<file path="config.mk">
export PLATFORM = sky130hd
export DESIGN_NAME = enemy_controller_flat
export DESIGN_NICKNAME = d
export VERILOG_FILES = /design/src/rtl/enemy_controller_if.sv /design/src/rtl/enemy_controller.sv /design/src/flat_wrapper.sv
export SDC_FILE = /design/constraint.sdc
export NUM_CORES = 1
export LEC_CHECK = 0
export ABC_CLOCK_PERIOD_IN_PS = 7890
export CAP_MARGIN = 20
export CORE_MARGIN = 2
export CORE_UTILIZATION = 58
export CTS_BUF_LIST = sky130_fd_sc_hd__clkbuf_4
export DETAILED_ROUTE_END_ITERATION = 8
export PLACE_DENSITY = 0.8
export SYNTH_ARGS = -nofsm -noshare
export SYNTH_HDL_FRONTEND = slang
export SYNTH_SLANG_ARGS = --single-unit
</file>
<file path="constraint.sdc">
create_clock -name pixel_clk_in -period 7.89 [get_ports pixel_clk_in]
set_input_delay 1.578 -clock pixel_clk_in [delete_from_list [all_inputs] [get_ports pixel_clk_in]]
set_output_delay 1.578 -clock pixel_clk_in [all_outputs]
set_load 0.05 [all_outputs]
</file>
<file path="src/rtl/enemy_controller_if.sv">
// Spawn request handshake between the level sequencer and the enemy table.
// The master drives requests; the slave reports slot availability.
interface enemy_controller_if;
    logic        spawn_valid;
    logic [12:0] spawn_x;
    logic        spawn_ready;

    modport master (
        output spawn_valid,
        output spawn_x,
        input  spawn_ready
    );

    modport slave (
        input  spawn_valid,
        input  spawn_x,
        output spawn_ready
    );
endinterface

</file>
<file path="src/rtl/enemy_controller.sv">
// Enemy table: spawns, patrols, squashes and per-pixel selects goombas.
// Selection is combinational from the registered table, so it has zero latency.
module enemy_controller #(
    parameter int NUM_ENEMIES   = 4,
    parameter int WIDTH         = 16,
    parameter int HEIGHT        = 16,
    parameter int SPEED         = 1,
    parameter int PATROL_W      = 64,
    parameter int ANIM_FRAMES   = 8,
    parameter int SQUASH_FRAMES = 30,
    parameter int GROUND_Y      = 208
) (
    input  logic        pixel_clk_in,
    input  logic        rst_in,
    input  logic [10:0] hcount_in,
    input  logic [9:0]  vcount_in,
    input  logic [11:0] offset_background,
    input  logic        collision_info,
    enemy_controller_if.slave spawn,
    output logic [12:0] x_out,
    output logic [9:0]  y_out,
    output logic [1:0]  image_index_out,
    output logic        no_enemy_out,
    output logic [2:0]  alive_count
);

    localparam int IW  = (NUM_ENEMIES > 1) ? $clog2(NUM_ENEMIES) : 1;
    localparam int SQW = $clog2(SQUASH_FRAMES + 1);
    localparam int AW  = $clog2(ANIM_FRAMES + 1);

    localparam logic [12:0] X_MAX = 13'(8191 - WIDTH - PATROL_W);
    localparam logic [12:0] SPD   = 13'(SPEED);
    localparam logic [12:0] PW    = 13'(PATROL_W);
    localparam logic [13:0] W14   = 14'(WIDTH);
    localparam logic [10:0] Y_LO  = 11'(GROUND_Y);
    localparam logic [10:0] Y_HI  = 11'(GROUND_Y + HEIGHT);
    localparam logic [SQW-1:0] SQ_INIT = SQW'(SQUASH_FRAMES);
    localparam logic [SQW-1:0] SQ_ONE  = SQW'(1);
    localparam logic [AW-1:0]  A_LAST  = AW'(ANIM_FRAMES - 1);

    typedef enum logic [1:0] {
        FREE   = 2'd0,
        WALK   = 2'd1,
        SQUASH = 2'd2
    } slot_e;

    slot_e          st_q   [NUM_ENEMIES];
    slot_e          st_d   [NUM_ENEMIES];
    logic [12:0]    x_q    [NUM_ENEMIES];
    logic [12:0]    x_d    [NUM_ENEMIES];
    logic [12:0]    home_q [NUM_ENEMIES];
    logic [12:0]    home_d [NUM_ENEMIES];
    logic           dir_q  [NUM_ENEMIES];
    logic           dir_d  [NUM_ENEMIES];
    logic [SQW-1:0] sq_q   [NUM_ENEMIES];
    logic [SQW-1:0] sq_d   [NUM_ENEMIES];

    logic [AW-1:0] cnt_q, cnt_d;
    logic          anim_q, anim_d;
    logic [2:0]    alive_d;

    logic          tick;
    logic [12:0]   wx;
    logic          v_in;
    logic          hit;
    logic [IW-1:0] sel;
    logic          free_hit;
    logic [IW-1:0] free_idx;
    logic          coll_go;
    logic          spawn_go;
    logic [12:0]   spawn_clamped;
    logic [12:0]   nx;
    logic [12:0]   lim;

    assign tick = (hcount_in == 11'd0) && (vcount_in == 10'd240);
    assign wx   = {2'b00, hcount_in} + {1'b0, offset_background};
    assign v_in = ({1'b0, vcount_in} >= Y_LO) &&
                  ({1'b0, vcount_in} <  Y_HI);

    // Descending scan so the lowest covering index is the last to win.
    always_comb begin
        hit = 1'b0;
        sel = '0;
        for (int i = NUM_ENEMIES - 1; i >= 0; i--) begin
            if (st_q[i] != FREE && v_in &&
                ({1'b0, x_q[i]} <= {1'b0, wx}) &&
                ({1'b0, wx} < {1'b0, x_q[i]} + W14)) begin
                hit = 1'b1;
                sel = IW'(i);
            end
        end
    end

    always_comb begin
        free_hit = 1'b0;
        free_idx = '0;
        alive_d  = 3'd0;
        for (int i = NUM_ENEMIES - 1; i >= 0; i--) begin
            if (st_q[i] == FREE) begin
                free_hit = 1'b1;
                free_idx = IW'(i);
            end
            if (st_q[i] == WALK)
                alive_d = alive_d + 3'd1;
        end
    end

    assign spawn.spawn_ready = free_hit;

    always_comb begin
        x_out           = 13'd0;
        y_out           = 10'd0;
        image_index_out = 2'd0;
        no_enemy_out    = 1'b1;
        if (hit) begin
            no_enemy_out = 1'b0;
            x_out        = x_q[sel];
            y_out        = 10'(GROUND_Y);
            if (st_q[sel] == SQUASH)
                image_index_out = 2'd2;
            else
                image_index_out = {1'b0, anim_q};
        end
    end

    assign coll_go  = collision_info && hit && (st_q[sel] == WALK);
    assign spawn_go = spawn.spawn_valid && free_hit;
    assign spawn_clamped = (spawn.spawn_x > X_MAX) ? X_MAX : spawn.spawn_x;

    always_comb begin
        cnt_d  = cnt_q;
        anim_d = anim_q;
        if (tick) begin
            if (cnt_q == A_LAST) begin
                cnt_d  = '0;
                anim_d = ~anim_q;
            end else begin
                cnt_d = cnt_q + AW'(1);
            end
        end
    end

    always_comb begin
        st_d   = st_q;
        x_d    = x_q;
        home_d = home_q;
        dir_d  = dir_q;
        sq_d   = sq_q;
        nx     = 13'd0;
        lim    = 13'd0;
        for (int i = 0; i < NUM_ENEMIES; i++) begin
            if (coll_go && sel == IW'(i)) begin
                st_d[i] = SQUASH;
                sq_d[i] = SQ_INIT;
            end else if (spawn_go && free_idx == IW'(i)) begin
                st_d[i]   = WALK;
                x_d[i]    = spawn_clamped;
                home_d[i] = spawn_clamped;
                dir_d[i]  = 1'b0;
            end else if (tick) begin
                unique case (st_q[i])
                    WALK: begin
                        nx  = x_q[i] + SPD;
                        lim = home_q[i] + PW;
                        if ({1'b0, x_q[i]} + W14 <=
                            {2'b00, offset_background}) begin
                            st_d[i] = FREE;
                        end else if (!dir_q[i]) begin
                            if (nx >= lim) begin
                                x_d[i]   = lim;
                                dir_d[i] = 1'b1;
                            end else begin
                                x_d[i] = nx;
                            end
                        end else begin
                            // Compare before subtracting to avoid underflow.
                            if ({1'b0, x_q[i]} <=
                                {1'b0, home_q[i]} + {1'b0, SPD}) begin
                                x_d[i]   = home_q[i];
                                dir_d[i] = 1'b0;
                            end else begin
                                x_d[i] = x_q[i] - SPD;
                            end
                        end
                    end
                    SQUASH: begin
                        if (sq_q[i] == SQ_ONE)
                            st_d[i] = FREE;
                        else
                            sq_d[i] = sq_q[i] - SQ_ONE;
                    end
                    default: ;
                endcase
            end
        end
    end

    always_ff @(posedge pixel_clk_in or posedge rst_in) begin
        if (rst_in) begin
            for (int i = 0; i < NUM_ENEMIES; i++) begin
                st_q[i]   <= FREE;
                x_q[i]    <= 13'd0;
                home_q[i] <= 13'd0;
                dir_q[i]  <= 1'b0;
                sq_q[i]   <= '0;
            end
            cnt_q       <= '0;
            anim_q      <= 1'b0;
            alive_count <= 3'd0;
        end else begin
            st_q        <= st_d;
            x_q         <= x_d;
            home_q      <= home_d;
            dir_q       <= dir_d;
            sq_q        <= sq_d;
            cnt_q       <= cnt_d;
            anim_q      <= anim_d;
            alive_count <= alive_d;
        end
    end

endmodule

</file>
<file path="src/flat_wrapper.sv">
// flat-port wrapper written by rule: the top's interface ports become plain ports
module enemy_controller_flat 
#(
    parameter int NUM_ENEMIES   = 4,
    parameter int WIDTH         = 16,
    parameter int HEIGHT        = 16,
    parameter int SPEED         = 1,
    parameter int PATROL_W      = 64,
    parameter int ANIM_FRAMES   = 8,
    parameter int SQUASH_FRAMES = 30,
    parameter int GROUND_Y      = 208
)
  (pixel_clk_in, rst_in, hcount_in, vcount_in, offset_background, collision_info, x_out, y_out, image_index_out, no_enemy_out, alive_count, spawn_spawn_valid, spawn_spawn_x, spawn_spawn_ready);
  enemy_controller_if spawn_i ();
  input  logic pixel_clk_in;
  input  logic rst_in;
  input  logic [10:0] hcount_in;
  input  logic [9:0] vcount_in;
  input  logic [11:0] offset_background;
  input  logic collision_info;
  output logic [12:0] x_out;
  output logic [9:0] y_out;
  output logic [1:0] image_index_out;
  output logic no_enemy_out;
  output logic [2:0] alive_count;
  input wire logic [$bits(spawn_i.spawn_valid)-1:0] spawn_spawn_valid;
  input wire logic [$bits(spawn_i.spawn_x)-1:0] spawn_spawn_x;
  output wire logic [$bits(spawn_i.spawn_ready)-1:0] spawn_spawn_ready;
  assign spawn_i.spawn_valid = spawn_spawn_valid;
  assign spawn_i.spawn_x = spawn_spawn_x;
  assign spawn_spawn_ready = spawn_i.spawn_ready;
  enemy_controller #(.NUM_ENEMIES(NUM_ENEMIES), .WIDTH(WIDTH), .HEIGHT(HEIGHT), .SPEED(SPEED), .PATROL_W(PATROL_W), .ANIM_FRAMES(ANIM_FRAMES), .SQUASH_FRAMES(SQUASH_FRAMES), .GROUND_Y(GROUND_Y)) u_core (.pixel_clk_in(pixel_clk_in), .rst_in(rst_in), .hcount_in(hcount_in), .vcount_in(vcount_in), .offset_background(offset_background), .collision_info(collision_info), .spawn(spawn_i), .x_out(x_out), .y_out(y_out), .image_index_out(image_index_out), .no_enemy_out(no_enemy_out), .alive_count(alive_count));
endmodule
</file>
## Word-level counts from Yosys, hierarchy flattened

Cells that the tools add are included.

- Flip-flop bits (word level): 144
- Output and inout bits: 30
- Logic and storage cells: 334

- $add $sub $neg: 29
- Order comparisons: 24
- Equal/unequal tests: 42
- Multiplexer cells: 133
- Bitwise logic cells: 6
- Reduce and logical (&&, ||, !) cells: 77

Operators by type and width:

| kind | number |
|---|---|
| $mux W13 | 32 |
| $mux W5 | 20 |
| $mux W2 | 32 |
| $add A13 B1 Y14 const B | 4 |
| $add A13 B5 Y14 const B | 4 |
| $le A13 B14 Y1 | 4 |
| $le A14 B12 Y1 | 4 |
| $lt A13 B14 Y1 | 4 |
| $add A13 B1 Y13 const B | 4 |
| $add A13 B7 Y13 const B | 4 |
| $ge A13 B13 Y1 | 4 |
| $le A13 B13 Y1 | 4 |
| $sub A13 B1 Y13 const B | 4 |
| $reduce_and A4 Y1 | 12 |
| $reduce_bool A2 Y1 | 20 |
| $mux W1 | 38 |
| $bmux W13 S2 | 1 |
| $logic_and A1 B1 Y1 | 25 |
| $ne A2 B1 Y1 const B | 12 |
| $eq A5 B1 Y1 const B | 4 |
| $sub A5 B1 Y5 const B | 4 |
| $eq A2 B2 Y1 const B | 9 |
| $ne A4 B1 Y1 const B | 4 |
| $ne A4 B4 Y1 const B | 4 |
| 23 further kinds | 54 |

## Logic depth before layout (Yosys ltp)

Gate-level depths: netlist of the first run.

- Depth after elaboration: 18
- Depth in mapped cells: 24
- Gate-level depth less buffers: 22

## Worst setup path after synthesis of the first run

OpenSTA, ideal clock, no wires.

- Kind: input-to-output
- Start point: input port hcount_in[0]
- End point: output port x_out[2]
- Arrival time: 7.072 ns
- Setup slack: -0.760 ns
- Stages: 24
- Path buffers: 2
- Cell sequence: ha_1 -> inv_1 -> fa_1 -> nor2b_1 -> o31a_1 -> o21ai_0 -> nand2b_1 -> a21o_1 -> a21o_1 -> xnor2_1 -> inv_1 -> ha_1 -> nand3_1 -> a2111oi_0 -> or3_1 -> maj3_2 -> a2111oi_1 -> a2111oi_2 -> or2_0 -> buf_2 -> a31oi_2 -> buf_4 -> nor2_1 -> a211oi_1

- Longest elaborated chain between the ends: 13

Ends and longest elaborated chain:

| item | line | text |
|---|---|---|
| start: declaration | flat_wrapper.sv:17 | `input logic [10:0] hcount_in;` |
| $add A11 B12 Y13 (*) | enemy_controller.sv:76 | `assign wx = {2'b00, hcount_in} + {1'b0, offset_background};` |
| $le A13 B13 Y1 | enemy_controller.sv:86 | `({1'b0, x_q[i]} <= {1'b0, wx}) &&` |
| $logic_and A1 B1 Y1 | enemy_controller.sv:85 | `if (st_q[i] != FREE && v_in &&` |
| $logic_and A1 B1 Y1 | enemy_controller.sv:86 |  |
| $mux W2 (4 in series) | enemy_controller.sv:85 |  |
| $not A2 Y3 (implied by the code) | enemy_controller.sv:117 | `x_out = x_q[sel];` |
| $bmux W13 S2 | enemy_controller.sv:117 |  |
| $mux W13 (implied by the code) (2 in series) | enemy_controller.sv:117 |  |
| $mux W13 (*) | enemy_controller.sv:115 | `if (hit) begin` |
| end: declaration | flat_wrapper.sv:21 | `output logic [12:0] x_out;` |

Every way passes the cells marked *; elsewhere a longest branch is shown, timed or not. The select of a mux whose other input is x is not followed.

## Worst setup path in the final report of the first run

- Start point: input port hcount_in[6]
- End point: output port x_out[5]

The elaborated chain is that of the path after synthesis.

==> summary.txt, run 1 <==
Clocking
  • Clk root buf: clkbuf_4
  • Hold_buf cts: 0
  • Sinks on Clock Net: 144
  • Clock insertion delay at the later pin of the skew report: 0.68 ns
  • Clock Path Buffers: 2
  • Clock-pin slew on the worst setup and hold paths: 0.12 ns
  • H-tree depth: 4
  • CTS Buf Count: 17
  • TritonCTS clock tree: built

Detailed routing
  • Via count: 18641
  • DRC viols: 0
  • Initial DRT Pass Iterations: 6
  • Avg WL per Cell: 23.0 microns
  • Mean number of vias per cell: 6.50
  • Routed wire length: 66.0 mm
  • Detail Route Antenna Nets: 0
  • Drt initial violations: 2057

Timing
  • Final critical-path required period: 7.81 ns
  • Tightest Pin Transition: 1.28 ns
  • F_max: 128 MHz
  • Final Skew: 0.0328 ns
  • Final Slew Violations: 0
  • RSZ-0062 raised after global routing: true
  • Max-slew headroom: 14.6%
  • Period Utilization, post-route: 99.0%
  • # setup viols final: 0
  • Min Hold Slack: 0.503 ns
  • Final hold viol count: 0

Synth
  • Most area-consuming cells after synthesis: ha_1 (20%), dfrtp_1 (20%), xnor2_1 (6.3%)
  • Number of synthesized flops with an enable pin: 0
  • Ys flop type: dfrtp_1
  • Yosys warns: 0
  • Synth cell types: 97
  • Synthesized instance count: 2317
  • Most instantiated cells after synthesis: ha_1 (294), nand2_1 (238), inv_1 (180)
  • Flop and latch count out of synthesis: 144
  • Area leader, netlist: ha_1
  • Area of the mapped netlist: 0.0184 sq mm
  • Post-synthesis sequential area ratio: 19.6%
  • Ys async rst share: 100%
  • Synth top area share: 20.0%
  • Mean Syn Cell Area: 7.92 sq um
  • Top-count cell post-synth: ha_1

Layout
  • Net count, final: 2795
  • Layout cells sized above 1: 12.9%
  • Area growth, synth to finish: 15.4%
  • Fin area: 0.0212 sq mm

Power and ir drop
  • Worst vdd ir: 242 uV
  • Cell Pwr Density: 334 mW/mm^2
  • Internal: 0.00335 W
  • Gate power share: 67.5%
  • Sequential share of power: 24.1%
  • Power share of the clock group: 8.5%
  • P_leak: 9.85 nW
  • Net Sw Power: 0.00374 W
  • Overall power: 0.00708 W
  • Switching Share: 52.8%

Floorplanning
  • Site row count: 65
  • IO Pins: 80
  • Die H: 182 microns
  • Core area: 0.0314 sq mm
  • Initial Utilization: 58.5%
  • DIE WIDTH: 182 microns
  • Die footprint: 0.0331 sq mm

Status
  • Outcome: complete, no violations

Setup path
  • CP Capture Type: output pin
  • Worst-path maximum fanout: 7
  • Startpoint Class: input port
  • Kind of critical path: input port to output pin
  • Critical Path RT: 6.31 ns
  • Critical Path AT: 6.23 ns

Global route
  • Congestion Overflow GR: 0
  • Met2 usage: 62.0%
  • GR peak layer: met2
  • Largest net degree at the start of global routing: 77
  • Vias in the first global route: 18159
  • GR Util met1: 50.7%
  • First-pass GRT wire length: 101 mm
  • Initial antenna violation count: 6
  • Met3 Use GR: 7.30%
  • GRT Overall Usage: 39.8%

Placed design
  • IO Port Bufs: 72
  • Placed wire-length estimate: 49.7 mm
  • Routability Congestion: 1.05
  • Placed inst area: 0.0203 sq mm

Job
  • Max Cap Viol: 0

Hold path
  • Hold Path Class: register to register
stage by stage:
step / cells / setup slack [ns] / setup TNS, ns / utilization (%)
floorplan: 2323 / 0.0495 / 0 / -
global placement: 2822 / -0.530 / -8.54 / 64.7
detailed placement: 2822 / -0.688 / -11.16 / 64.7
CTS: 2864 / 0.00992 / 0 / 66.9
global route: 2866 / -0.0613 / -0.443 / 67.5
finish: 2867 / 0.0782 / 0 / 67.5
path summary, 6_finish.rpt:
kind | start | to | slack, ns | cells past startpoint
max | hcount_in[6] | x_out[5] | 0.08 | 22
min in group asynchronous | rst_in | u_core.sq_q[19]$_DFFE_PP0P_ | 1.39 | 2
max in group asynchronous | rst_in | u_core.x_q[22]$_DFFE_PP0P_ | 5.10 | 3
max reg2reg | u_core.x_q[17]$_DFFE_PP0P_ | u_core.x_q[18]$_DFFE_PP0P_ | 3.10 | 15
min reg2reg | u_core.st_q[4]$_DFFE_PP0P_ | u_core.sq_q[10]$_DFFE_PP0P_ | 0.50 | 1
min | u_core.st_q[4]$_DFFE_PP0P_ | u_core.sq_q[10]$_DFFE_PP0P_ | 0.50 | 1
kinds of logic after synthesis:
| logic type | Yosys count | share of synthesized area (%) |
|---|---|---|
| AO/OA/AOI/OAI | 570 | 21.3 |
| XOR/XNOR | 211 | 10.2 |
| adder cells (fa/ha/maj) | 303 | 20.6 |
| buffers and inverters | 299 | 6.42 |
| flip-flops | 144 | 19.6 |
| multiplexers | 35 | 1.97 |
| other | 1 | 0.0204 |
| AND/OR/NAND/NOR | 754 | 19.9 |
layer usage:
layer	up-vias	part of all wire (%)
met5	-	0.017
met4	2	7.3
met3	259	9.8
met2	1014	43
met1	8788	40
li1	8578	-
state kept, by name (all words and copies together) (netlist names):
signal              flops
u_core.home_q          52
u_core.x_q             52
u_core.sq_q            20
u_core.st_q             8
u_core.cnt_q            4
u_core.dir_q            4
u_core.alive_count      3
u_core.anim_q           1
power groups by stage:
stage | Clock, W | Combinational (W) | Sequential (W)
floorplan | 0 | 0.00361 | 0.00123
global placement | 0 | 0.00441 | 0.00166
detailed placement | 0 | 0.00454 | 0.00167
CTS | 0.000603 | 0.00464 | 0.00166
global route | 0.000634 | 0.00531 | 0.00172
finish | 0.000601 | 0.00478 | 0.00170
critical path: stages:
cell,delay [ns]
clkdlybuf4s50_1,0.54
ha_2,0.34
and4_1,0.23
nand2_1,0.08
o21ba_2,0.18
or4_4,0.51
nand2_4,0.09
inv_1,0.11
ha_4,0.26
nand4_1,0.09
a21oi_1,0.05
a221o_1,0.35
maj3_1,0.40
a31oi_4,0.21
o41ai_4,0.12
buf_12,0.19
a31oi_4,0.16
buf_6,0.17
buf_6,0.12
nor2_4,0.03
a211oi_4,0.24
buf_6,0.19
final cells by class:
type                            instances  area (sq um)
Antenna cell                            2          5.00
Clock buffer                           18           135
Clock inverter                         14           215
Fill cell                            2648         10200
Inverter                              181           684
Multi-Input combinational cell       1881         14100
Sequential cell                       144          3600
Tap cell                              402           503
Timing Repair Buffer                  225          1930
layout by cell type (no fill, tap or decap), drive strengths merged, types with 9 or more instances in the layout:
master,synthesis,final
nand2,239,239
nor3,65,65
a211oi,33,33
o31ai,14,14
a31oi,17,17
and2,10,10
ha,294,294
a21boi,20,20
dfrtp,144,144
a211o,15,15
mux2i,29,29
nor2b,29,29
o22ai,20,20
o221a,13,13
o21ai,140,140
or3,16,16
or4,9,9
a221oi,14,14
nor4,25,25
clkdlybuf4s50,0,43
nand4,50,50
a21oi,99,99
nand3,87,87
inv,181,181
a21o,59,59
and3,24,24
buf,23,174
xor2,76,76
o211ai,34,34
nor2,153,153
nand2b,13,13
clkbuf,95,22
xnor2,133,133
o21a,32,32
what timing repair did:
action                     in CTS  in global routing
gates cloned                    1                  0
resized for setup              78                 42
setup endpoints to repair      19                 18
pin swaps                      30                 32
setup buffers                   9                  1
No activity file was read; power rests on OpenSTA's default activity.
==> run 2: changes to the inputs <==
--- a/config.mk
+++ b/config.mk
@@ -9,7 +9,7 @@
 export CAP_MARGIN = 20
 export CORE_MARGIN = 2
 export CORE_UTILIZATION = 58
-export CTS_BUF_LIST = sky130_fd_sc_hd__clkbuf_4
+export CTS_BUF_LIST = sky130_fd_sc_hd__clkbuf_4 sky130_fd_sc_hd__clkbuf_8
 export DETAILED_ROUTE_END_ITERATION = 8
 export PLACE_DENSITY = 0.8
 export SYNTH_ARGS = -nofsm -noshare
==> run 2 against run 1 <==
Global-route usage increased by 0.069 points. Power rose by 1.6%. Combinational power about the same. Critical endpoint unchanged.
==> summary.txt, run 2 (synthesis gave the netlist of run 1 again) <==
Power and ir drop
  • Net Sw Power: 0.00375 W
  • Internal: 0.00345 W
  • Overall power: 0.00720 W
  • Worst vdd ir: 241 uV
  • Power share of the clock group: 9.9%
  • P_leak: 9.90 nW
  • Switching Share: 52.1%
  • Sequential share of power: 23.7%
  • Gate power share: 66.4%
  • Cell Pwr Density: 338 mW/mm^2

Setup path
  • Worst-path maximum fanout: 7
  • Critical Path AT: 6.22 ns
  • Cell Chain, Critical Path: clkdlybuf4s50_1, ha_2, and4_1, nand2_1, o21ba_2, or4_4, nand2_4, inv_1, ha_4, nand4_1, a21oi_1, a221o_1, maj3_1, a31oi_4, o41ai_4, buf_12, a31oi_4, buf_6, buf_6, nor2_4, a211oi_4, buf_6
  • Startpoint Class: input port
  • CP max stage cell: clkdlybuf4s50_1
  • Biggest cell delay along the critical path: 0.54 ns
  • CP Capture Type: output pin
  • Kind of critical path: input port to output pin
  • Critical Path RT: 6.31 ns
  • Cell repeated most along the worst path: buf_6

Floorplanning
  • Die footprint: 0.0331 sq mm
  • DIE WIDTH: 182 microns
  • Die H: 182 microns
  • Site row count: 65
  • Core area: 0.0314 sq mm
  • IO Pins: 80
  • Initial Utilization: 58.5%

Timing
  • Final Skew: 0.0132 ns
  • RSZ-0062 raised after global routing: true
  • Final hold viol count: 0
  • Max-slew headroom: 15.2%
  • Setup_tns: 0 ns
  • # setup viols final: 0
  • Period Utilization, post-route: 98.9%
  • Min Hold Slack: 0.498 ns
  • Final critical-path required period: 7.80 ns
  • Tightest Pin Transition: 1.26 ns
  • Final Slew Violations: 0
  • F_max: 128 MHz

Clocking
  • Clock-pin slew on the worst setup and hold paths: 0.08 ns
  • Sinks on Clock Net: 144
  • TritonCTS clock tree: built
  • Clock Path Buffers: 2
  • Clk root buf: clkbuf_8
  • Clock insertion delay at the later pin of the skew report: 0.52 ns
  • Hold_buf cts: 0
  • H-tree depth: 4
  • CTS Buf Count: 17

Layout
  • Final Util: 67.9%
  • Fill cells: 2624
  • Most frequent cells in the layout: ha_1 (283), nand2_1 (237), inv_1 (174), buf_4 (153), nor2_1 (148)
  • Area growth, synth to finish: 16.1%
  • Commonest non-fill, non-tap cell in the layout: ha_1
  • Layout cells sized above 1: 13.0%
  • Biggest regs: u_core.home_q: 52 flops, u_core.x_q: 52 flops, u_core.sq_q: 20 flops
  • Net count, final: 2795
  • Non-filler cells, final: 2867

Status
  • Outcome: complete, no violations

Global route
  • GRT Overall Usage: 39.8%
  • Largest net degree at the start of global routing: 77
  • Initial antenna violation count: 2
  • First-pass GRT wire length: 101 mm
  • Vias in the first global route: 18163
  • Congestion Overflow GR: 0

Detailed routing
  • DR WL met3: 6.17 mm
  • Avg WL per Cell: 23.1 microns
  • Via count: 18679
  • Metal2 WL: 28.7 mm
  • DRC viols: 0
  • Drt initial violations: 2038
  • Met1 Routed Length: 26.7 mm
  • Routed wire length: 66.1 mm
  • Initial DRT Pass Iterations: 8
  • Mean number of vias per cell: 6.52
  • Detail Route Antenna Nets: 0
  • Top sig layer: met5

Hold path
  • Hold Path Class: register to register

Placed design
  • Placed wire-length estimate: 49.7 mm
  • IO Port Bufs: 72
  • Placed insts: 2822
  • Routability Congestion: 1.05

Job
  • Max Cap Viol: 0
==> run 2: cell types whose count changed in the layout (fill, tap and decap cells not counted) <==
cell	change
clkbuf_8	+18
clkbuf_4	-17
buf_4	-2
o21ai_0	-2
o21ai_2	+2
a211oi_1	+1
a211oi_2	-1
buf_6	+1
buf_8	+1
clkinv_1	-1
nand3_1	+1
nand3_2	-1
==> run 2: repair_timing <==
| item | CTS | global route |
|---|---|---|
| buffers inserted | 9 | 1 |
| gates cloned | 1 | 0 |
| setup endpoints to repair | 19 | 18 |
| pin swaps | 29 | 32 |
| resized for setup | 82 | 43 |
==> run 2: final timing paths <==
path	startpoint	slack (ns)	depth (start not counted)	endpoint
max	hcount_in[6]	0.09	22	x_out[5]
min	u_core.st_q[4]$_DFFE_PP0P_	0.50	1	u_core.sq_q[10]$_DFFE_PP0P_
max reg2reg	u_core.x_q[17]$_DFFE_PP0P_	3.13	15	u_core.x_q[18]$_DFFE_PP0P_
min reg2reg	u_core.st_q[4]$_DFFE_PP0P_	0.50	1	u_core.sq_q[10]$_DFFE_PP0P_
max in group asynchronous	rst_in	4.95	3	u_core.x_q[22]$_DFFE_PP0P_
min in group asynchronous	rst_in	1.55	2	u_core.sq_q[19]$_DFFE_PP0P_
==> run 2: per-stage QoR <==
stage / setup WS, ns / cell area [sq um]
final: 0.0902 / 21300
after CTS: 0.00994 / 21100
after floorplan: 0.0495 / 18500
after global routing: -0.0674 / 21300
after global placement: -0.530 / 20300
after detailed placement: -0.688 / 20300
==> run 2: cell type report <==
| type | instances | area [sq um] | share of cell area, % |
|---|---|---|---|
| timing repair buffer | 225 | 1940 | 9.11 |
| antenna | 2 | 5.00 | 0.0235 |
| clock buffer | 19 | 255 | 1.20 |
| multi-input combinational | 1881 | 14100 | 66.2 |
| sequential | 144 | 3600 | 16.9 |
| clock inverter | 13 | 211 | 0.992 |
| inverter | 181 | 684 | 3.21 |
| tap | 402 | 503 | 2.36 |
==> run 2: critical path, delay by kind of cell <==
family	cells	cell delay, ns
buffers and inverters	6	1.32
AO/OA/AOI/OAI	7	1.31
AND/OR/NAND/NOR	6	1.03
adder cells (fa/ha/maj)	3	1.00
==> run 2: layer usage <==
metal	vias up	GRT usage, %
met5	-	0
met4	2	25.0
met3	247	8.48
met2	980	62.2
met1	8859	50.4
li1	8591	-
==> run 2: power groups by stage <==
stage	Clock [W]	Sequential (W)	Combinational, W
2_1_floorplan	0	0.00123	0.00361
6_report	0.000715	0.00170	0.00478
4_1_cts	0.000721	0.00166	0.00464
3_5_place_dp	0	0.00167	0.00454
5_1_grt	0.000752	0.00172	0.00531
3_3_place_gp	0	0.00166	0.00441
